[src/rtl/mem_port_arbiter_if.sv]
// Bundle of requester-side and memory-side signals around the memory port arbiter.
// The master modport is the arbiter's view; slave is the surrounding core/memory.
interface mem_port_arbiter_if;
   logic [1:0]  rq_valid;
   logic [63:0] rq_addr;
   logic [1:0]  rq_we;
   logic [63:0] rq_wdata;
   logic [1:0]  rq_ready;
   logic [1:0]  rsp_valid;
   logic [31:0] rsp_rdata;
   logic        rsp_err;
   logic        mem_valid;
   logic        mem_ready;
   logic [31:0] mem_addr;
   logic        mem_we;
   logic [31:0] mem_wdata;
   logic        mem_rsp_valid;
   logic [31:0] mem_rsp_rdata;
   logic        busy;

   modport master (
      input  rq_valid, rq_addr, rq_we, rq_wdata, mem_ready, mem_rsp_valid, mem_rsp_rdata,
      output rq_ready, rsp_valid, rsp_rdata, rsp_err, mem_valid, mem_addr, mem_we, mem_wdata, busy
   );

   modport slave (
      output rq_valid, rq_addr, rq_we, rq_wdata, mem_ready, mem_rsp_valid, mem_rsp_rdata,
      input  rq_ready, rsp_valid, rsp_rdata, rsp_err, mem_valid, mem_addr, mem_we, mem_wdata, busy
   );
endinterface

[src/rtl/mem_port_arbiter.sv]
// Two-requester round-robin arbiter for a single variable-latency memory port.
// One transaction in flight at a time; a response timeout converts a hung
// memory into an error response so the core never stalls forever.
module mem_port_arbiter #(
   parameter int unsigned TIMEOUT = 255
) (
   input  logic               clk,
   input  logic               reset,
   mem_port_arbiter_if.master bus
);

   typedef enum logic [1:0] {
      S_IDLE = 2'd0,
      S_CMD  = 2'd1,
      S_RSP  = 2'd2
   } state_t;

   // Counter value on which the timeout fires (only meaningful when TIMEOUT != 0)
   localparam int unsigned TO_LAST   = (TIMEOUT == 0) ? 0 : TIMEOUT - 1;
   localparam logic [15:0] TO_LAST16 = 16'(TO_LAST);

   state_t      r_state;
   state_t      w_next;
   logic        r_last_grant;
   logic        r_owner;
   logic [31:0] r_addr;
   logic        r_we;
   logic [31:0] r_wdata;
   logic [15:0] r_cnt;
   logic [1:0]  r_rsp_valid;
   logic [31:0] r_rsp_rdata;
   logic        r_rsp_err;

   logic [1:0]  w_grant;
   logic        w_grant_any;
   logic        w_accept;
   logic        w_timeout;
   logic        w_rsp_hit;
   logic        w_rsp_to;
   logic [1:0]  w_rq_ready;
   logic        w_mem_valid;
   logic        w_busy;

   // Round-robin pick: a lone requester wins, on a tie the one not served last wins
   always_comb begin
      w_grant = 2'b00;
      case (bus.rq_valid)
         2'b01:   w_grant = 2'b01;
         2'b10:   w_grant = 2'b10;
         2'b11:   w_grant = r_last_grant ? 2'b01 : 2'b10;
         default: w_grant = 2'b00;
      endcase
   end

   assign w_grant_any = (r_state == S_IDLE) && (w_grant != 2'b00);
   assign w_accept    = (r_state == S_CMD) && bus.mem_ready;
   assign w_timeout   = (TIMEOUT != 0) && (r_cnt == TO_LAST16);
   // A response arriving on the timeout cycle takes priority over the error
   assign w_rsp_hit   = (r_state == S_RSP) && bus.mem_rsp_valid;
   assign w_rsp_to    = (r_state == S_RSP) && !bus.mem_rsp_valid && w_timeout;

   // State register
   always_ff @(posedge clk or posedge reset) begin
      if (reset) r_state <= S_IDLE;
      else       r_state <= w_next;
   end

   // Next-state logic
   always_comb begin
      w_next = r_state;
      case (r_state)
         S_IDLE:  if (w_grant != 2'b00) w_next = S_CMD;
         S_CMD:   if (bus.mem_ready) w_next = S_RSP;
         S_RSP:   if (bus.mem_rsp_valid || w_timeout) w_next = S_IDLE;
         default: w_next = S_IDLE;
      endcase
   end

   // State-decoded outputs; rq_ready is held low while reset is asserted
   always_comb begin
      w_rq_ready  = 2'b00;
      w_mem_valid = 1'b0;
      w_busy      = 1'b1;
      case (r_state)
         S_IDLE: begin
            w_busy = 1'b0;
            if (!reset) w_rq_ready = w_grant;
         end
         S_CMD:   w_mem_valid = 1'b1;
         S_RSP:   w_mem_valid = 1'b0;
         default: w_busy = 1'b0;
      endcase
   end

   // Capture the winning request and remember who was served
   always_ff @(posedge clk or posedge reset) begin
      if (reset) begin
         r_last_grant <= 1'b1;
         r_owner      <= 1'b0;
         r_addr       <= '0;
         r_we         <= 1'b0;
         r_wdata      <= '0;
      end else if (w_grant_any) begin
         r_last_grant <= w_grant[1];
         r_owner      <= w_grant[1];
         r_addr       <= w_grant[1] ? bus.rq_addr[63:32]  : bus.rq_addr[31:0];
         r_we         <= w_grant[1] ? bus.rq_we[1]        : bus.rq_we[0];
         r_wdata      <= w_grant[1] ? bus.rq_wdata[63:32] : bus.rq_wdata[31:0];
      end
   end

   // Response wait counter: cleared on command accept, counts RSP cycles, saturates
   always_ff @(posedge clk or posedge reset) begin
      if (reset) begin
         r_cnt <= '0;
      end else if (w_accept) begin
         r_cnt <= '0;
      end else if ((r_state == S_RSP) && (r_cnt != 16'hFFFF)) begin
         r_cnt <= r_cnt + 16'd1;
      end
   end

   // Registered single-cycle response pulse to the transaction owner
   always_ff @(posedge clk or posedge reset) begin
      if (reset) begin
         r_rsp_valid <= 2'b00;
         r_rsp_rdata <= '0;
         r_rsp_err   <= 1'b0;
      end else begin
         r_rsp_valid <= 2'b00;
         r_rsp_rdata <= '0;
         r_rsp_err   <= 1'b0;
         if (w_rsp_hit) begin
            r_rsp_valid <= r_owner ? 2'b10 : 2'b01;
            r_rsp_rdata <= r_we ? 32'd0 : bus.mem_rsp_rdata;
         end else if (w_rsp_to) begin
            r_rsp_valid <= r_owner ? 2'b10 : 2'b01;
            r_rsp_err   <= 1'b1;
         end
      end
   end

   assign bus.rq_ready  = w_rq_ready;
   assign bus.rsp_valid = r_rsp_valid;
   assign bus.rsp_rdata = r_rsp_rdata;
   assign bus.rsp_err   = r_rsp_err;
   assign bus.mem_valid = w_mem_valid;
   assign bus.mem_addr  = r_addr;
   assign bus.mem_we    = r_we;
   assign bus.mem_wdata = r_wdata;
   assign bus.busy      = w_busy;

endmodule

[src/flat_wrapper.sv]
// flat-port wrapper written by rule: the top's interface ports become plain ports
module mem_port_arbiter_flat 
#(
   parameter int unsigned TIMEOUT = 255
)
  (clk, reset, bus_rq_valid, bus_rq_addr, bus_rq_we, bus_rq_wdata, bus_mem_ready, bus_mem_rsp_valid, bus_mem_rsp_rdata, bus_rq_ready, bus_rsp_valid, bus_rsp_rdata, bus_rsp_err, bus_mem_valid, bus_mem_addr, bus_mem_we, bus_mem_wdata, bus_busy);
  mem_port_arbiter_if bus_i ();
  input  logic clk;
  input  logic reset;
  input wire logic [$bits(bus_i.rq_valid)-1:0] bus_rq_valid;
  input wire logic [$bits(bus_i.rq_addr)-1:0] bus_rq_addr;
  input wire logic [$bits(bus_i.rq_we)-1:0] bus_rq_we;
  input wire logic [$bits(bus_i.rq_wdata)-1:0] bus_rq_wdata;
  input wire logic [$bits(bus_i.mem_ready)-1:0] bus_mem_ready;
  input wire logic [$bits(bus_i.mem_rsp_valid)-1:0] bus_mem_rsp_valid;
  input wire logic [$bits(bus_i.mem_rsp_rdata)-1:0] bus_mem_rsp_rdata;
  output wire logic [$bits(bus_i.rq_ready)-1:0] bus_rq_ready;
  output wire logic [$bits(bus_i.rsp_valid)-1:0] bus_rsp_valid;
  output wire logic [$bits(bus_i.rsp_rdata)-1:0] bus_rsp_rdata;
  output wire logic [$bits(bus_i.rsp_err)-1:0] bus_rsp_err;
  output wire logic [$bits(bus_i.mem_valid)-1:0] bus_mem_valid;
  output wire logic [$bits(bus_i.mem_addr)-1:0] bus_mem_addr;
  output wire logic [$bits(bus_i.mem_we)-1:0] bus_mem_we;
  output wire logic [$bits(bus_i.mem_wdata)-1:0] bus_mem_wdata;
  output wire logic [$bits(bus_i.busy)-1:0] bus_busy;
  assign bus_i.rq_valid = bus_rq_valid;
  assign bus_i.rq_addr = bus_rq_addr;
  assign bus_i.rq_we = bus_rq_we;
  assign bus_i.rq_wdata = bus_rq_wdata;
  assign bus_i.mem_ready = bus_mem_ready;
  assign bus_i.mem_rsp_valid = bus_mem_rsp_valid;
  assign bus_i.mem_rsp_rdata = bus_mem_rsp_rdata;
  assign bus_rq_ready = bus_i.rq_ready;
  assign bus_rsp_valid = bus_i.rsp_valid;
  assign bus_rsp_rdata = bus_i.rsp_rdata;
  assign bus_rsp_err = bus_i.rsp_err;
  assign bus_mem_valid = bus_i.mem_valid;
  assign bus_mem_addr = bus_i.mem_addr;
  assign bus_mem_we = bus_i.mem_we;
  assign bus_mem_wdata = bus_i.mem_wdata;
  assign bus_busy = bus_i.busy;
  mem_port_arbiter #(.TIMEOUT(TIMEOUT)) u_core (.clk(clk), .reset(reset), .bus(bus_i));
endmodule
[config.mk]
export PLATFORM = sky130hd
export DESIGN_NAME = mem_port_arbiter_flat
export DESIGN_NICKNAME = d
export VERILOG_FILES = /design/src/rtl/mem_port_arbiter_if.sv /design/src/rtl/mem_port_arbiter.sv /design/src/flat_wrapper.sv
export SDC_FILE = /design/constraint.sdc
export NUM_CORES = 1
export LEC_CHECK = 0
export BUFFER_PORTS_ARGS = -buffer_cell sky130_fd_sc_hd__buf_4
export CORE_ASPECT_RATIO = 1.4
export CORE_MARGIN = 3
export CORE_UTILIZATION = 49
export CTS_CLUSTER_DIAMETER = 100
export CTS_CLUSTER_SIZE = 24
export DETAILED_ROUTE_END_ITERATION = 8
export PLACE_DENSITY = 0.94
export SYNTH_ARGS = -nofsm -noshare
export SYNTH_HDL_FRONTEND = slang
export SYNTH_SLANG_ARGS = --single-unit
[constraint.sdc]
create_clock -name clk -period 6.9 [get_ports clk]
set_input_delay 0.69 -clock clk [delete_from_list [all_inputs] [get_ports clk]]
set_output_delay 0.69 -clock clk [all_outputs]
set_load 0.1 [all_outputs]
==> metrics.log, run 1 <==
[metrics] met3 usage: 9.47%
[metrics] total vias in the final route: 4849
[metrics] Netlist cell types: 38
[metrics] via count of the first global-routing pass: 4879
[metrics] count of synthesis-stage warnings from yosys: 0
[metrics] number of DRC violations after detailed-routing iteration 0: ~210
[metrics] main combinational cell family by area after synthesis: simple AND/OR/NAND/NOR gates
[metrics] unrepaired setup endpoints after global routing: false
[metrics] Worst Setup Start Kind: flop
[metrics] part of the total power dissipated in sequential elements: between 20% and 30%
[metrics] maximum achievable frequency: 314 MHz
[metrics] cell type contributing the most total cell area after synthesis: dfrtp_1
[metrics] count of final max-slew check failures: 0
[metrics] number of gates given a new drive strength after cts: 0
[metrics] detailed-routing iteration count for the pre-antenna-repair pass: 4
[metrics] Synthesized Nets: roughly 670
[metrics] share of the synthesized netlist area taken by xor and xnor gates: 0.166%
[metrics] crit end category: primary output
[metrics] Syn Inst Count: a little under 500
[metrics] final-report setup violation count: 0
[metrics] average via count per standard cell: 5.33
[metrics] Post-DRT Antenna Nets: 0
[metrics] mux cell area share after synthesis: about an eighth
[metrics] clock transition at the registers of the reported paths: 50 ps
[metrics] width of the die: between 90 and 100 um
[metrics] slew at the pin closest to its max-slew limit: around 1200 ps
[metrics] total overflow reported by the global router: 0
[metrics] top area cells in the synthesized netlist: dfrtp_1 (56%), mux2i_1 (13%), o21ai_0 (7.1%)
[metrics] maximum clock path buffer count: 2
[metrics] initial standard-cell utilization of the core: 50.4%
[metrics] fill cell instance count of the final layout: 648
[metrics] cell count of the worst reg-to-reg path: 5
[metrics] Setup TNS: 0 ps
[metrics] met2 Use GR: approximately half
[metrics] final setup skew: ~8.6 ps
[metrics] number of clock buffers inserted by TritonCTS: 17
[metrics] crit path time final: between 3000 and 4000 ps
[metrics] combined global-route utilization of all metal layers: 27.4%
[metrics] reported net switching power: 2.50 mW
[metrics] number of hold violations in the final report: 0
[metrics] final critical-path share of the clock period: 46.1%
[metrics] switching power as a share of total power: 55.1%
[metrics] sequential-to-total area share from yosys stat: 57.0%
[metrics] total of buffers placed on input and output ports: 271
[metrics] mean post-synth cell area: 10.7 um2
[metrics] dpl hpwl: 12300 um
[metrics] arithmetic-cell share of the synthesized area counting full adders, half adders and majority gates: around 1.4%
[metrics] FF-to-FF End: u_core.bus.mem_addr[20]$_DFFE_PP0P_
[metrics] register-to-register setup slack: 4710 ps
[metrics] Clock Root Buffer: clkbuf_16
[metrics] reg-to-reg startpoint: u_core.r_state[0]$_DFFE_PP0P_
[metrics] predominant post-synthesis flop cell: dfrtp_1
[metrics] area delta synth->final: 52.5%
[metrics] P per Cell Area: 563 nW/um2
[metrics] multi-input combinational cell area: 2140 um2
[metrics] internal power consumption: 2.03 mW
[metrics] DRC violations left: 0
[metrics] post-synth top area share: 56.5%
[metrics] level count of the clock H-tree: 4
[metrics] worst hold path class: input port to async pin
[metrics] complex-gate fraction of the synthesized area: between 10% and 20%
[metrics] GR Layer Usage met1: a little under a third
[metrics] number of sinks driven by the clock tree: 120
[metrics] worst setup path class: flop to primary output
[metrics] CTS tree: built
[metrics] proportion of power drawn by combinational gates: a little under three fifths
[metrics] diodes inserted: 0
[metrics] total leakage power: 4.09 nW
[metrics] core utilization of the finished layout: about three quarters
[metrics] outcome: complete, no violations
[metrics] Syn Std Cell Area: 5270 um2
[metrics] area of the core: 10500 um2
[metrics] VDD IR max: 313 uV
[metrics] final weighted congestion of routability-driven global placement: 0.874
[metrics] Cell Rows: 44
[metrics] FFs w/ async S/R, synth: between 90% and 100%
[metrics] number of enable-type register cells in the synthesized netlist: 0
[metrics] Max FO, Critical Path: between 100 and 150
[metrics] portion of total power attributed to the clock network: 20.0%
[metrics] average wire per cell in the routed design: 18.3 um
[metrics] maximum number of pins on one net before global-route repair: ~130
[metrics] Most Crowded Layer GR: met2
[metrics] global-route wire length before repair: 24800 um
[metrics] total die area: 12100 um2
[metrics] number of register bits inferred by synthesis: between 100 and 150
[metrics] die span in y: 129 um
[metrics] critical path data arrival time: 2490 ps
[metrics] share of final-layout standard cells stronger than drive strength 1: 40.7%
[metrics] critical path data required time: slightly above 6000 ps
[metrics] number of antenna violations at the first check in global routing: 0
[metrics] quantity of hold-fixing buffers added after cts: 0
[metrics] max capacitance violation total: 0
[metrics] net count of the finished layout: 934
[metrics] count of boundary I/O pins: 272
[metrics] Post-CTS Repair Setup Buffers: 0
[metrics] Max transition margin: 22.8%
[metrics] area fraction in and, or, nand and nor cells after synthesis: around 15%
[metrics] FF/Latch Area: 3000 um2
[metrics] latest clock arrival within the worst-skew pair: between 400 and 500 ps
[metrics] overall routed net length: 16600 um
worst max path at each step:
stage / from / to / slack (ps) / depth (start not counted)
global placement: bus_rq_valid[0] / bus_rq_ready[0] / 4020 / 5
global route: u_core.r_state[0]$_DFFE_PP0P_ / bus_rq_ready[0] / 3520 / 6
detailed placement: bus_rq_valid[0] / bus_rq_ready[0] / 3970 / 5
finish: u_core.r_state[0]$_DFFE_PP0P_ / bus_rq_ready[0] / 3720 / 6
floorplan: u_core.r_state[0]$_DFFE_PP0P_ / bus_rq_ready[0] / 2890 / 6
CTS: u_core.r_state[0]$_DFFE_PP0P_ / bus_rq_ready[0] / 3670 / 6
cells by family after synthesis:
family | after synthesis
compound gates | 102
xor+xnor | 1
fa+ha+maj | 6
buf+inv | 38
flops | 120
mux | 68
simple gates | 159
power by group through the flow:
stage | combinational, mW | sequential, mW | clock [mW]
6_report | 2.55 | 1.07 | 0.904
5_1_grt | 2.64 | 1.10 | 0.947
4_1_cts | 2.56 | 1.07 | 0.917
3_5_place_dp | 2.55 | 1.08 | 0
3_3_place_gp | 2.50 | 1.06 | 0
2_1_floorplan | 0.501 | 2.51 | 0
area by class of cell:
| cell class | instances | share of cell area, % |
|---|---|---|
| repair buffers | 276 | 25.8 |
| clock buffers | 20 | 5.81 |
| clock inverters | 11 | 1.84 |
| multi-input cells | 336 | 26.6 |
| inverters | 9 | 0.451 |
| well taps | 138 | 2.15 |
| flip-flops and latches | 120 | 37.4 |
metrics by stage:
step	area (um2)	total power [mW]	setup WS [ps]	hold slack, ps	cells
6_report	8040	4.53	3720	274	910
5_1_grt	8040	4.69	3520	299	910
4_1_cts	8040	4.55	3670	278	910
3_5_place_dp	7420	3.63	3970	463	879
3_3_place_gp	7420	3.56	4020	434	879
2_1_floorplan	5270	3.01	2890	425	494
flip-flops by register name (all words and copies together) (netlist names):
register / count
u_core.r_cnt: 16
u_core.r_owner: 1
u_core.bus.mem_wdata: 32
u_core.r_state: 2
u_core.bus.rsp_err: 1
u_core.bus.mem_addr: 32
u_core.bus.mem_we: 1
u_core.r_last_grant: 1
u_core.bus.rsp_valid: 2
u_core.bus.rsp_rdata: 32
synthesized netlist by cell type, types with 2 or more instances:
| cell type | instances |
|---|---|
| dfrtp_1 | 119 |
| or4_1 | 7 |
| clkbuf_1 | 20 |
| nor4_1 | 2 |
| o41ai_1 | 2 |
| nor3_1 | 2 |
| ha_1 | 6 |
| nand3_1 | 5 |
| o211ai_1 | 2 |
| buf_1 | 3 |
| mux2i_1 | 67 |
| o21ai_0 | 75 |
| nand4_1 | 5 |
| nand2_1 | 79 |
| inv_1 | 9 |
| a21oi_1 | 13 |
| nor2_1 | 9 |
| or3_1 | 9 |
| and2_1 | 34 |
| buf_2 | 5 |
| o31ai_1 | 4 |
placed cells by master, fill, tap and decap left out, types with 7 or more instances in the layout:
cell,count
dfrtp_1,119
nor2_1,9
a21oi_1,13
or3_1,9
and2_1,34
mux2i_1,67
inv_1,8
nand2_1,79
o21ai_0,75
clkbuf_16,17
buf_4,276
or4_1,7
per-layer routing:
| metal | vias to the layer above | wire (um) | part of all wire, % |
|---|---|---|---|
| met5 | - | 0 | 0 |
| met2 | 231 | 8880 | 53 |
| li1 | 2247 | - | - |
| met1 | 2336 | 5920 | 36 |
| met3 | 35 | 1380 | 8.3 |
| met4 | 0 | 453 | 2.7 |
worst max-delay path: stages (launching register included):
cell	delay [ps]
dfrtp_1	380
inv_1	90
ha_1	300
o21ai_4	90
buf_4	800
nor3_1	130
buf_4	290
No activity file was read; power rests on OpenSTA's default activity.
==> run 2, diff against run 1 <==
--- a/config.mk
+++ b/config.mk
@@ -8,11 +8,11 @@
 export BUFFER_PORTS_ARGS = -buffer_cell sky130_fd_sc_hd__buf_4
 export CORE_ASPECT_RATIO = 1.4
 export CORE_MARGIN = 3
-export CORE_UTILIZATION = 49
+export CORE_UTILIZATION = 46
 export CTS_CLUSTER_DIAMETER = 100
 export CTS_CLUSTER_SIZE = 24
 export DETAILED_ROUTE_END_ITERATION = 8
-export PLACE_DENSITY = 0.94
+export PLACE_DENSITY = 0.89
 export SYNTH_ARGS = -nofsm -noshare
 export SYNTH_HDL_FRONTEND = slang
 export SYNTH_SLANG_ARGS = --single-unit
==> constraint.sdc (replaced) <==
create_clock -name clk -period 3 [get_ports clk]
set_input_delay 0.3 -clock clk [delete_from_list [all_inputs] [get_ports clk]]
set_output_delay 0.3 -clock clk [all_outputs]
set_load 0.1 [all_outputs]
==> run 2 against run 1 <==
Largest power group unchanged. Clock skew is 6.8 ps higher. Highest routed layer unchanged. Sequential power up 130%. Largest cell class unchanged. Final area is essentially flat. First-iteration DRC count grew 1.4%. Cell count grew 0.55%. Sequential cell count stayed put. Clock-buffer cell count up 4. Wire length decreased by 8.9%.
==> metrics.log, run 2 (synthesized netlist as in run 1, its figures left out) <==
[metrics] outcome: complete, no violations
[metrics] number of sinks driven by the clock tree: 120
[metrics] final setup skew: 15.4 ps
[metrics] net count of the finished layout: 935
[metrics] width of the die: 96.5 um
[metrics] crit path time final: approximately 2200 ps
[metrics] most common library cell in the layout ignoring fill and taps: buf_4
[metrics] count of boundary I/O pins: 272
[metrics] latest clock arrival within the worst-skew pair: 400 ps
[metrics] total of buffers placed on input and output ports: about 270
[metrics] global-route wire length before repair: 23400 um
[metrics] total die area: 12800 um2
[metrics] area delta synth->final: 52.6%
[metrics] cell at the slowest stage of the critical path: dfrtp_1
[metrics] combined global-route utilization of all metal layers: 24.0%
[metrics] VDD IR max: 694 uV
[metrics] number of DRC violations after detailed-routing iteration 0: between 200 and 250
[metrics] number of antenna violations at the first check in global routing: 0
[metrics] fill cell instance count of the final layout: roughly 760
[metrics] number of gates given a new drive strength after cts: 0
[metrics] overall routed net length: 15200 um
[metrics] count of final max-slew check failures: 0
[metrics] share of final-layout standard cells stronger than drive strength 1: between 40% and 50%
[metrics] largest stage delay on the critical path: 400 ps
[metrics] Cell Rows: 45
[metrics] unrepaired setup endpoints after global routing: false
[metrics] maximum achievable frequency: 447 MHz
[metrics] critical path data required time: about 2700 ps
[metrics] crit end category: primary output
[metrics] final critical-path share of the clock period: 74.6%
[metrics] total vias in the final route: 4753
[metrics] Clock Root Buffer: clkbuf_16
[metrics] area of the core: 11000 um2
[metrics] CP Launch Point: u_core.r_state[0]$_DFFE_PP0P_
[metrics] maximum clock path buffer count: 2
[metrics] CTS tree: built
[metrics] slew at the pin closest to its max-slew limit: approximately 670 ps
[metrics] diodes inserted: 0
[metrics] number of hold violations in the final report: 0
[metrics] Setup WS post-layout: 763 ps
[metrics] pre-CTS WS: 956 ps
[metrics] detailed-routing iteration count for the pre-antenna-repair pass: 5
[metrics] core utilization of the finished layout: between 70% and 80%
[metrics] worst setup path class: flop to primary output
[metrics] number of clock buffers inserted by TritonCTS: 17
[metrics] average wire per cell in the routed design: 16.6 um
[metrics] total leakage power: approximately 4.1 nW
[metrics] Worst Setup Start Kind: flop
[metrics] via count of the first global-routing pass: between 4000 and 5000
[metrics] dpl hpwl: 11300 um
[metrics] die span in y: 133 um
[metrics] Post-DRT Antenna Nets: 0
[metrics] DRC violations left: 0
[metrics] final-report setup violation count: 0
[metrics] quantity of hold-fixing buffers added after cts: 0
[metrics] critical path data arrival time: 1940 ps
[metrics] clock transition at the registers of the reported paths: ~50 ps
[metrics] level count of the clock H-tree: 4
[metrics] max capacitance violation total: 0
[metrics] final weighted congestion of routability-driven global placement: approximately 0.85
[metrics] most frequent cells in the layout: buf_4 (275), dfrtp_1 (119), nand2_1 (79), o21ai_0 (75), mux2i_1 (67)
[metrics] P per Cell Area: 1270 nW/um2
[metrics] buffers and inverters on the worst path: 2
[metrics] Max transition margin: 55.1%
[metrics] Top Family by Delay on Critical Path: buffers and inverters
[metrics] maximum number of pins on one net before global-route repair: 92
[metrics] initial standard-cell utilization of the core: 47.8%
[metrics] average via count per standard cell: 5.19
[metrics] worst hold path class: input port to async pin
[metrics] Max FO, Critical Path: 30
[metrics] Post-CTS Repair Setup Buffers: 0
[metrics] Setup TNS: 0 ps
[metrics] reg-to-reg startpoint: u_core.r_cnt[11]$_DFFE_PP0P_
[metrics] total overflow reported by the global router: 0
[metrics] crit path cell chain: inv_1, ha_1, o21ai_4, nor3_2, buf_4
[run 2: cell count changes in the layout (fill, tap and decap cells not counted)]
| cell | before | now |
|---|---|---|
| clkinv_2 | 2 | 3 |
| bufinv_16 | 3 | 2 |
| nor3_1 | 2 | 1 |
| inv_4 | 1 | 0 |
| buf_12 | 0 | 2 |
| clkbuf_1 | 0 | 4 |
| clkinv_4 | 2 | 0 |
| nor3_2 | 0 | 1 |
| buf_4 | 276 | 275 |
[run 2: worst paths after layout]
kind | to | slack (ps) | cells after the start
min reg2reg | u_core.bus.rsp_valid[0]$_DFF_PP0_ | 450 | 1
min | u_core.bus.rsp_err$_DFF_PP0_ | 20 | 2
max in group asynchronous | u_core.bus.mem_addr[3]$_DFFE_PP0P_ | 2100 | 3
min in group clk | u_core.bus.rsp_rdata[15]$_DFF_PP0_ | 100 | 2
max reg2reg | u_core.r_state[0]$_DFFE_PP0P_ | 960 | 4
max | bus_rq_ready[0] | 760 | 5
[run 2: layout make-up]
type                    count  area, um2  area share (%)
flip-flops and latches    120       3000            37.3
well taps                 141        176            2.19
inverters                   9       37.5           0.466
repair buffers            277       2100            26.2
clock buffers              24        482            5.99
multi-input cells         336       2140            26.7
clock inverters             8       97.6            1.21
[run 2: power by group]
part | switching, mW | total, mW | internal, mW
clock | 0.671 | 1.95 | 1.28
sequential | 0.315 | 2.46 | 2.14
combinational | 4.65 | 5.82 | 1.17
[run 2: routing by layer]
metal	up-vias	track usage, %	routed length, um
met3	55	8.19	1290
met1	2207	24.7	5290
met4	0	11.7	609
met5	-	0	0
li1	2246	-	-
met2	245	42.2	7970
[run 2: metrics by stage]
stage / hold WS (ps) / power, mW / cells / cell area (um2)
finish: 16.7 / 10.2 / 915 / 8050
global route: 65.1 / 10.6 / 915 / 8050
CTS: 26.3 / 10.3 / 915 / 8050
detailed placement: 456 / 8.31 / 883 / 7470
global placement: 433 / 8.18 / 883 / 7470
floorplan: 370 / 6.93 / 494 / 5280
==> run 3, diff against run 2 <==
==> constraint.sdc (replaced) <==
create_clock -name clk -period 2.1 [get_ports clk]
set_input_delay 0.21 -clock clk [delete_from_list [all_inputs] [get_ports clk]]
set_output_delay 0.21 -clock clk [all_outputs]
set_load 0.1 [all_outputs]
==> run 3 against run 2 <==
First-iteration DRC count grew 36%. Worst hold slack worse by 10 ps. Clock-buffer cell count decreased by 4. Global-route usage is 2.4 points higher. Via count grew 1.8%. Die area is the same. Non-clock buffer count rose by 17. Combinational power grew 46%. Critical path type unchanged.
==> metrics.log, run 3 (synthesized netlist as in run 1, its figures left out) <==
[metrics] outcome: complete, no violations
[metrics] max capacitance violation total: 0
[metrics] maximum number of pins on one net before global-route repair: 90
[metrics] clock transition at the registers of the reported paths: 60 ps
[metrics] initial standard-cell utilization of the core: 47.8%
[metrics] total cell area at the placement stage: approximately 7500 um2
[metrics] Clock Root Buffer: clkbuf_16
[metrics] worst hold stages: 2
[metrics] Max FO, Critical Path: 5
[metrics] via count of the first global-routing pass: 5136
[metrics] number of hold violations in the final report: 0
[metrics] total vias in the final route: approximately 4800
[metrics] worst setup path class: flop to primary output
[metrics] FF/Latch Area: 3000 um2
[metrics] P per Cell Area: 1810 nW/um2
[metrics] unrepaired setup endpoints after global routing: false
[metrics] overall routed net length: about 17000 um
[metrics] level count of the clock H-tree: 4
[metrics] average via count per standard cell: about 5.2
[metrics] CTS tree: built
[metrics] die span in y: 133 um
[metrics] reported net switching power: slightly above 8 mW
[metrics] Hold Worst Slack: 6.36 ps
[metrics] number of sinks driven by the clock tree: between 100 and 150
[metrics] final-report setup violation count: 0
[metrics] maximum achievable frequency: around 500 MHz
[metrics] width of the die: 96.5 um
[metrics] Post-DRT Antenna Nets: 0
[metrics] combined global-route utilization of all metal layers: 26.4%
[metrics] VDD IR max: 1210 uV
[metrics] count of final max-slew check failures: 0
[metrics] fill cell instance count of the final layout: between 700 and 800
[metrics] switching power as a share of total power: 55.3%
[metrics] post-placement cell count: 888
[metrics] number of antenna violations at the first check in global routing: 0
[metrics] latest clock arrival within the worst-skew pair: just over 400 ps
[metrics] part of the total power dissipated in sequential elements: between 20% and 30%
[metrics] critical path data arrival time: 1790 ps
[metrics] net count of the finished layout: 952
[metrics] diodes inserted: 0
[metrics] number of clock buffers inserted by TritonCTS: 17
[metrics] Cell Rows: 45
[metrics] most frequent cells in the layout: buf_4 (280), dfrtp_1 (119), nand2_1 (79), o21ai_0 (75), mux2i_1 (67)
[metrics] dpl hpwl: 12000 um
[metrics] multi-input combinational cell area: 2150 um2
[metrics] final std cell area, no fill: ~8300 um2
[metrics] post-layout total power: ~15 mW
[metrics] portion of total power attributed to the clock network: 19.6%
[metrics] proportion of power drawn by combinational gates: 56.8%
[metrics] crit path time final: 2000 ps
[metrics] count of boundary I/O pins: approximately 270
[metrics] total leakage power: 4.18 nW
[metrics] internal power consumption: 6.67 mW
[metrics] cell count of the worst reg-to-reg path: 4
[metrics] DRC violations left: 0
[metrics] total of buffers placed on input and output ports: roughly 270
[metrics] final weighted congestion of routability-driven global placement: 0.903
[metrics] Worst Setup Start Kind: flop
[metrics] number of DRC violations after detailed-routing iteration 0: between 200 and 300
[metrics] worst hold path class: input port to flop
[metrics] area delta synth->final: 56.8%
[metrics] slew at the pin closest to its max-slew limit: 650 ps
[metrics] total overflow reported by the global router: 0
[metrics] area of the core: about 11000 um2
[metrics] detailed-routing iteration count for the pre-antenna-repair pass: 5
[metrics] critical path data required time: 1890 ps
[metrics] maximum clock path buffer count: 2
[metrics] non-filler instance count after layout: 932
[metrics] average wire per cell in the routed design: 17.8 um
[metrics] crit end category: primary output
[metrics] share of final-layout standard cells stronger than drive strength 1: 41.3%
[metrics] total die area: 12800 um2
[metrics] Max transition margin: a little under three fifths
[metrics] final setup skew: 13.7 ps
[metrics] most common library cell in the layout ignoring fill and taps: buf_4
[metrics] global-route wire length before repair: roughly 26000 um
[metrics] final critical-path share of the clock period: 95.1%
==> run 3: changes by cell type in the layout (fill, tap and decap cells not counted), sizes merged <==
cell / previous run / this run
clkinvlp: 4 / 6
buf: 277 / 285
dlygate4sd3: 0 / 9
clkbuf: 24 / 20
inv: 8 / 10
==> run 3: power by group through the flow <==
stage	Sequential [mW]	Clock (mW)	Combinational, mW
after floorplan	8.25	0	1.66
after global placement	3.48	0	8.29
after detailed placement	3.53	0	8.43
after CTS	3.52	2.97	8.48
after global routing	3.61	3.08	8.80
final	3.51	2.93	8.48
==> run 3: per-stage QoR <==
| step | util [%] | setup TNS [ps] | setup slack (ps) |
|---|---|---|---|
| after detailed placement | 68.3 | 0 | 154 |
| after CTS | 74.5 | 0 | 52.5 |
| final | 74.9 | 0 | 102 |
| after global routing | 74.9 | 0 | 26.9 |
| after global placement | 68.3 | 0 | 281 |
| after floorplan | - | -1450 | -557 |
==> run 3: repair_timing <==
item | CTS | global route
gates resized for setup | 0 | 2
setup buffers | 0 | 3
endpoints found under the setup margin | 0 | 3
hold endpoints to repair | 76 | 1
hold buffers | 8 | 1
==> run 3: layout make-up <==
type / count / share of cell area [%]
Clock buffer: 20 / 5.65
Clock inverter: 12 / 1.71
Inverter: 9 / 0.454
Multi-Input combinational cell: 336 / 26.1
Sequential cell: 120 / 36.4
Tap cell: 141 / 2.13
Timing Repair Buffer: 294 / 27.6
==> run 3: final timing paths <==
path / from / to / slack [ps]
max: u_core.r_state[1]$_DFFE_PP0P_ / bus_rq_ready[0] / 100
max reg2reg: u_core.r_cnt[3]$_DFFE_PP0P_ / u_core.r_cnt[12]$_DFFE_PP0P_ / 130
min reg2reg: u_core.r_owner$_DFFE_PP0P_ / u_core.bus.rsp_valid[0]$_DFF_PP0_ / 450
min in group asynchronous: reset / u_core.bus.mem_addr[7]$_DFFE_PP0P_ / 510
min: bus_mem_rsp_rdata[10] / u_core.bus.rsp_rdata[10]$_DFF_PP0_ / 6
max in group asynchronous: reset / u_core.r_cnt[9]$_DFFE_PP0P_ / 1050
==> run 3: worst max-delay path: stages, from the launching register on <==
cell and delay (ps):
dfrtp_1 400, inv_1 130, ha_1 310, o21ai_4 120
nor3_2 190, buf_6 250
==> run 3: routing by layer <==
metal	share of wire [%]	global-route usage, %	vias up
met4	3.6	10.3	0
met2	54	47.7	249
met3	8.2	8.76	49
met1	34	27.3	2254
met5	0	0	-
li1	-	-	2287
